===== config.mk =====
export PLATFORM = sky130hd
export DESIGN_NAME = load_store_unit
export DESIGN_NICKNAME = d
export VERILOG_FILES = /design/src/rtl/load_store_unit.sv
export SDC_FILE = /design/constraint.sdc
export NUM_CORES = 1
export LEC_CHECK = 0
export ABC_AREA = 1
export CAP_MARGIN = 25
export CORE_ASPECT_RATIO = 0.9
export CORE_MARGIN = 4
export CORE_UTILIZATION = 35
export DETAILED_ROUTE_END_ITERATION = 8
export GPL_ROUTABILITY_DRIVEN = 0
export PLACE_DENSITY_LB_ADDON = 0.08
export SLEW_MARGIN = 40
export SYNTH_ARGS = -nofsm -noshare
export SYNTH_HDL_FRONTEND = slang
export SYNTH_SLANG_ARGS = --single-unit

===== constraint.sdc =====
create_clock -name clk -period 1.3 [get_ports clk]
set_input_delay 0.26 -clock clk [delete_from_list [all_inputs] [get_ports clk]]
set_output_delay 0.26 -clock clk [all_outputs]
set_load 0.005 [all_outputs]

===== src/rtl/load_store_unit.sv =====
// Load/store unit: accepts single core requests and sequences them onto a
// synchronous data memory with a fixed read latency, returning a one-cycle
// completion pulse.
//
// Optional feature macro: LSU_WRITE_VERIFY_EN
//   When defined, every store is read back from the same address and
//   resp_error flags a readback mismatch. When undefined, resp_error is 0.
//
// Ports:
//   clk, rst_n            clock, synchronous active-low reset
//   req_valid/req_ready   core request handshake
//   req_write             1 = store, 0 = load
//   req_addr, req_wdata   request address and store data
//   resp_valid            one-cycle completion pulse
//   resp_rdata            load (or readback) data, held until next capture
//   resp_error            store readback mismatch, qualified by resp_valid
//   busy                  transaction in flight
//   mem_*                 data memory address/data/enables and read data
module load_store_unit #(
  parameter int unsigned ADDR_W   = 4,
  parameter int unsigned DATA_W   = 16,
  parameter int unsigned READ_LAT = 1
) (
  input  logic              clk,
  input  logic              rst_n,
  input  logic              req_valid,
  output logic              req_ready,
  input  logic              req_write,
  input  logic [ADDR_W-1:0] req_addr,
  input  logic [DATA_W-1:0] req_wdata,
  output logic              resp_valid,
  output logic [DATA_W-1:0] resp_rdata,
  output logic              resp_error,
  output logic              busy,
  output logic [ADDR_W-1:0] mem_address,
  output logic [DATA_W-1:0] mem_write_data,
  output logic              mem_write_enable,
  output logic              mem_read_enable,
  input  logic [DATA_W-1:0] mem_read_data
);

  localparam int unsigned CNT_W = 2;

  typedef enum logic [2:0] {
    IDLE  = 3'd0,
    WRITE = 3'd1,
    READ  = 3'd2,
    WAIT  = 3'd3,
    RESP  = 3'd4
`ifdef LSU_WRITE_VERIFY_EN
    ,
    VREAD = 3'd5,
    VWAIT = 3'd6
`endif
  } state_t;

  state_t            state;
  state_t            state_next;
  logic [CNT_W-1:0]  wait_cnt;
  logic              accept_c;
  logic              waiting_c;
  logic              wait_last_c;
  logic              capture_c;

  // Next-state and datapath strobes.
  always_comb begin
    state_next  = state;
    accept_c    = 1'b0;
    waiting_c   = 1'b0;
    wait_last_c = 1'b0;
    capture_c   = 1'b0;

`ifdef LSU_WRITE_VERIFY_EN
    waiting_c = (state == WAIT) || (state == VWAIT);
`else
    waiting_c = (state == WAIT);
`endif
    wait_last_c = (wait_cnt == CNT_W'(READ_LAT - 1));
    capture_c   = waiting_c && wait_last_c;

    case (state)
      IDLE: begin
        accept_c = req_valid;
        if (req_valid) begin
          state_next = req_write ? WRITE : READ;
        end
      end
`ifdef LSU_WRITE_VERIFY_EN
      WRITE: state_next = VREAD;
      VREAD: state_next = VWAIT;
      VWAIT: if (wait_last_c) state_next = RESP;
`else
      WRITE: state_next = RESP;
`endif
      READ:  state_next = WAIT;
      WAIT:  if (wait_last_c) state_next = RESP;
      RESP:  state_next = IDLE;
      default: state_next = IDLE;
    endcase
  end

  // State and registered outputs, all decoded from the next state.
  always_ff @(posedge clk) begin
    if (!rst_n) begin
      state            <= IDLE;
      wait_cnt         <= '0;
      req_ready        <= 1'b1;
      busy             <= 1'b0;
      resp_valid       <= 1'b0;
      resp_rdata       <= '0;
      mem_address      <= '0;
      mem_write_data   <= '0;
      mem_write_enable <= 1'b0;
      mem_read_enable  <= 1'b0;
    end else begin
      state            <= state_next;
      req_ready        <= (state_next == IDLE);
      busy             <= (state_next != IDLE);
      resp_valid       <= (state_next == RESP);
      mem_write_enable <= (state_next == WRITE);
`ifdef LSU_WRITE_VERIFY_EN
      mem_read_enable  <= (state_next == READ) || (state_next == VREAD);
`else
      mem_read_enable  <= (state_next == READ);
`endif
      wait_cnt <= (waiting_c && !wait_last_c) ? wait_cnt + CNT_W'(1) : '0;
      if (accept_c) begin
        mem_address    <= req_addr;
        mem_write_data <= req_wdata;
      end
      if (capture_c) begin
        resp_rdata <= mem_read_data;
      end
    end
  end

`ifdef LSU_WRITE_VERIFY_EN
  logic resp_error_q;

  // Mismatch flag is only set on the cycle entering RESP from VWAIT.
  always_ff @(posedge clk) begin
    if (!rst_n) begin
      resp_error_q <= 1'b0;
    end else begin
      resp_error_q <= capture_c && (state == VWAIT) &&
                      (mem_read_data != mem_write_data);
    end
  end

  assign resp_error = resp_error_q;
`else
  assign resp_error = 1'b0;
`endif

endmodule

==> results.md <==
- Status: finished clean
- Top-count cell post-synth: dfxtp_1
- Mapped Cells: ~210
- Ys async rst share: 0
- # setup viols final: 0
- RSZ-0062 raised after global routing: yes
- Initial Utilization: 0.373
- Initial DRC Count: 48
- Number of synthesized flops with an enable pin: 0
- Total Wirelength: 4360 µm
- Layout fillers: 448
- Ys flop type: dfxtp_1
- Final Hold Violating Endpoints: 0
- Worst Skew: 0.00688 ns
- TritonCTS clock tree: done
- Minimum clock period: around 1.2 ns
- Multi-input logic area: 664 µm²
- Rows: 23
- Post-route ant nets: 0
- Sequential element share of the synthesized area: 0.537
- DP Cell Count: 347
- VDD IR max: around 0.63 mV
- Top cells by count, synth: dfxtp_1 (46), nor2_1 (37), nand2_1 (26)
- Worst skew pair latency: 0.29 ns
- Share of post-route cells with drive strength above 1: 0.159
- Io pins: 82
- Area of the die: a little over 0.006 mm²
- First-pass GRT wire length: 6910 µm
- Die H: 74.4 µm
- Mapped Nets: 247
- Period utilization: 0.927
- Vias: 1,640
- Crit start category: flip-flop
- Critical path type: flip-flop to flip-flop
- Setup_tns: 0 ns
- DRT Pass-1 Iters: 4
- Hold_buf cts: 0
- Vias in the first global route: 1,534
- Gr usage total: 0.146
- Max-cap violations: 0
- Layout Cells excl Fill: 364
- Synth unique cells: 23
- Area leader, netlist: dfxtp_1
- Clk root buf: clkbuf_8
- Worst hold path class: flip-flop to flip-flop
- CTS Buf Count: 5
- Synthesized flop and latch total: 46
- Most area-consuming cells after synthesis: dfxtp_1 (54%), nor2_1 (8.1%), a21oi_1 (6.7%)
- Synthesis warning total: 0
- CORE AREA: 0.00460 mm²
- Register Area: 935 µm²
- Post-Syn Area: 0.00172 mm²
- Setup crit end kind: flip-flop
- Avg Synthesized Cell Area: 8.33 µm²
- H-Tree Level Count: 2
- F_max: 830 MHz
- Crit path DAT: 1.40 ns
- Clock transition at path regs: roughly 0.080 ns
- Fin. max-slew vios: 0
- Antenna Diode Count: 0
- Pin count of the biggest net entering global routing: 21
- Synthesis-to-layout area growth: 59.4%
- Leak: 1.28 nW
- WP data required: ~1.5 ns
- CTS Buffer Depth: 2
- DR vias/cell: roughly 4.5
- Post-DP HPWL: 3170 µm
- DIE WIDTH: 81.8 µm
- Critical path fanouts, max: 11
- Residual DRC: 0
- Clk sinks: 46
- DR WL/cell: 12.0 µm
- Fin nets: 342
- Antenna violations before repair: 0
- Buffers on Ports: 80
- Share of the synthesized area in the top cell type: 0.537
- Power per cell area: 1150 mW/mm²
- Total grt overflow: 0
==> sequential cells by signal (all words and copies together), names as in the netlist <==
| name | count |
|---|---|
| busy | 1 |
| mem_address | 4 |
| mem_read_enable | 1 |
| mem_write_data | 16 |
| mem_write_enable | 1 |
| req_ready | 1 |
| resp_rdata | 16 |
| resp_valid | 1 |
| state | 3 |
| wait_cnt | 2 |
==> worst paths after layout <==
check | endpoint | from | slack, ns | depth (start not counted)
max | resp_rdata[4]$_SDFFE_PN0P_ | wait_cnt[0]$_SDFF_PN0_ | 0.1 | 7
min | wait_cnt[0]$_SDFF_PN0_ | wait_cnt[0]$_SDFF_PN0_ | 0.43 | 1
max reg2reg | resp_rdata[4]$_SDFFE_PN0P_ | wait_cnt[0]$_SDFF_PN0_ | 0.1 | 7
min reg2reg | wait_cnt[0]$_SDFF_PN0_ | wait_cnt[0]$_SDFF_PN0_ | 0.43 | 1
==> layer usage <==
layer	track usage	vias up	routed length [µm]	part of all wire
met5	0	-	0	0
met2	0.242	50	2020	0.46
met4	0.0443	0	32	0.0073
met1	0.184	721	2010	0.46
li1	-	864	-	-
met3	0.0436	5	288	0.066
==> layout by cell type, fill, tap and decap left out, drive strengths merged <==
cell,n
a211oi,2
a21oi,23
buf,22
clkbuf,7
clkdlybuf4s50,39
clkinv,1
conb,1
dfxtp,46
dlygate4sd2,41
ha,1
inv,9
nand2,26
nand3,22
nand4,1
nor2,41
nor3,1
nor4,2
o21ai,17
==> timing repair <==
action / 4_1_cts / 5_1_grt
resized for setup: 52 / 6
buffers inserted: 4 / 5
pin swaps: 1 / 1
endpoints found under the setup margin: 57 / 16
gates cloned: 0 / 0
endpoints found under the hold margin: 0 / 0
==> power breakdown <==
group	leakage [nW]	internal (W)	switching [W]
clock	0.0482	0.000429	0.000452
combinational	0.852	0.000373	0.000313
sequential	0.380	0.00153	0.0000598
total	1.28	0.00233	0.000825
==> area by class of cell <==
class                           instances  share of cell area
Sequential cell                        46               0.342
Timing Repair Buffer                  102               0.339
Multi-Input combinational cell        137               0.243
Clock buffer                            7              0.0316
Tap cell                               62              0.0284
Inverter                                9              0.0142
Clock inverter                          1             0.00183
==> through the flow <==
step	setup WS (ns)	util	hold WS, ns	instance area (µm²)	power (W)
final	0.0954	0.594	0.426	2730	0.00316
after global routing	-0.0257	0.594	0.461	2730	0.00334
after CTS	0.0335	0.585	0.428	2690	0.00320
after detailed placement	-0.110	0.567	0.416	2610	0.00237
after global placement	-0.0782	0.567	0.406	2610	0.00236
after floorplan	0.0617	-	0.388	1720	0.00195
==> cells by family (layout without fill, tap and decap cells) <==
| kind of cell | after synthesis | in the layout | share of synthesized area |
|---|---|---|---|
| AND/OR/NAND/NOR | 93 | 93 | 0.252 |
| AO/OA/AOI/OAI | 42 | 42 | 0.125 |
| buffers and inverters | 23 | 119 | 0.0758 |
| flip-flops | 46 | 46 | 0.537 |
| adder cells (fa/ha/maj) | 1 | 1 | 0.00729 |
| other | 1 | 1 | 0.00219 |
==> critical path, cell delays in order, from the launching register on <==
cell	delay, ns
dfxtp_1	0.34
inv_1	0.05
ha_1	0.21
inv_2	0.11
nor2_8	0.08
buf_4	0.14
o21ai_0	0.14
nor2_1	0.06
(Power assumes the default switching activity.)
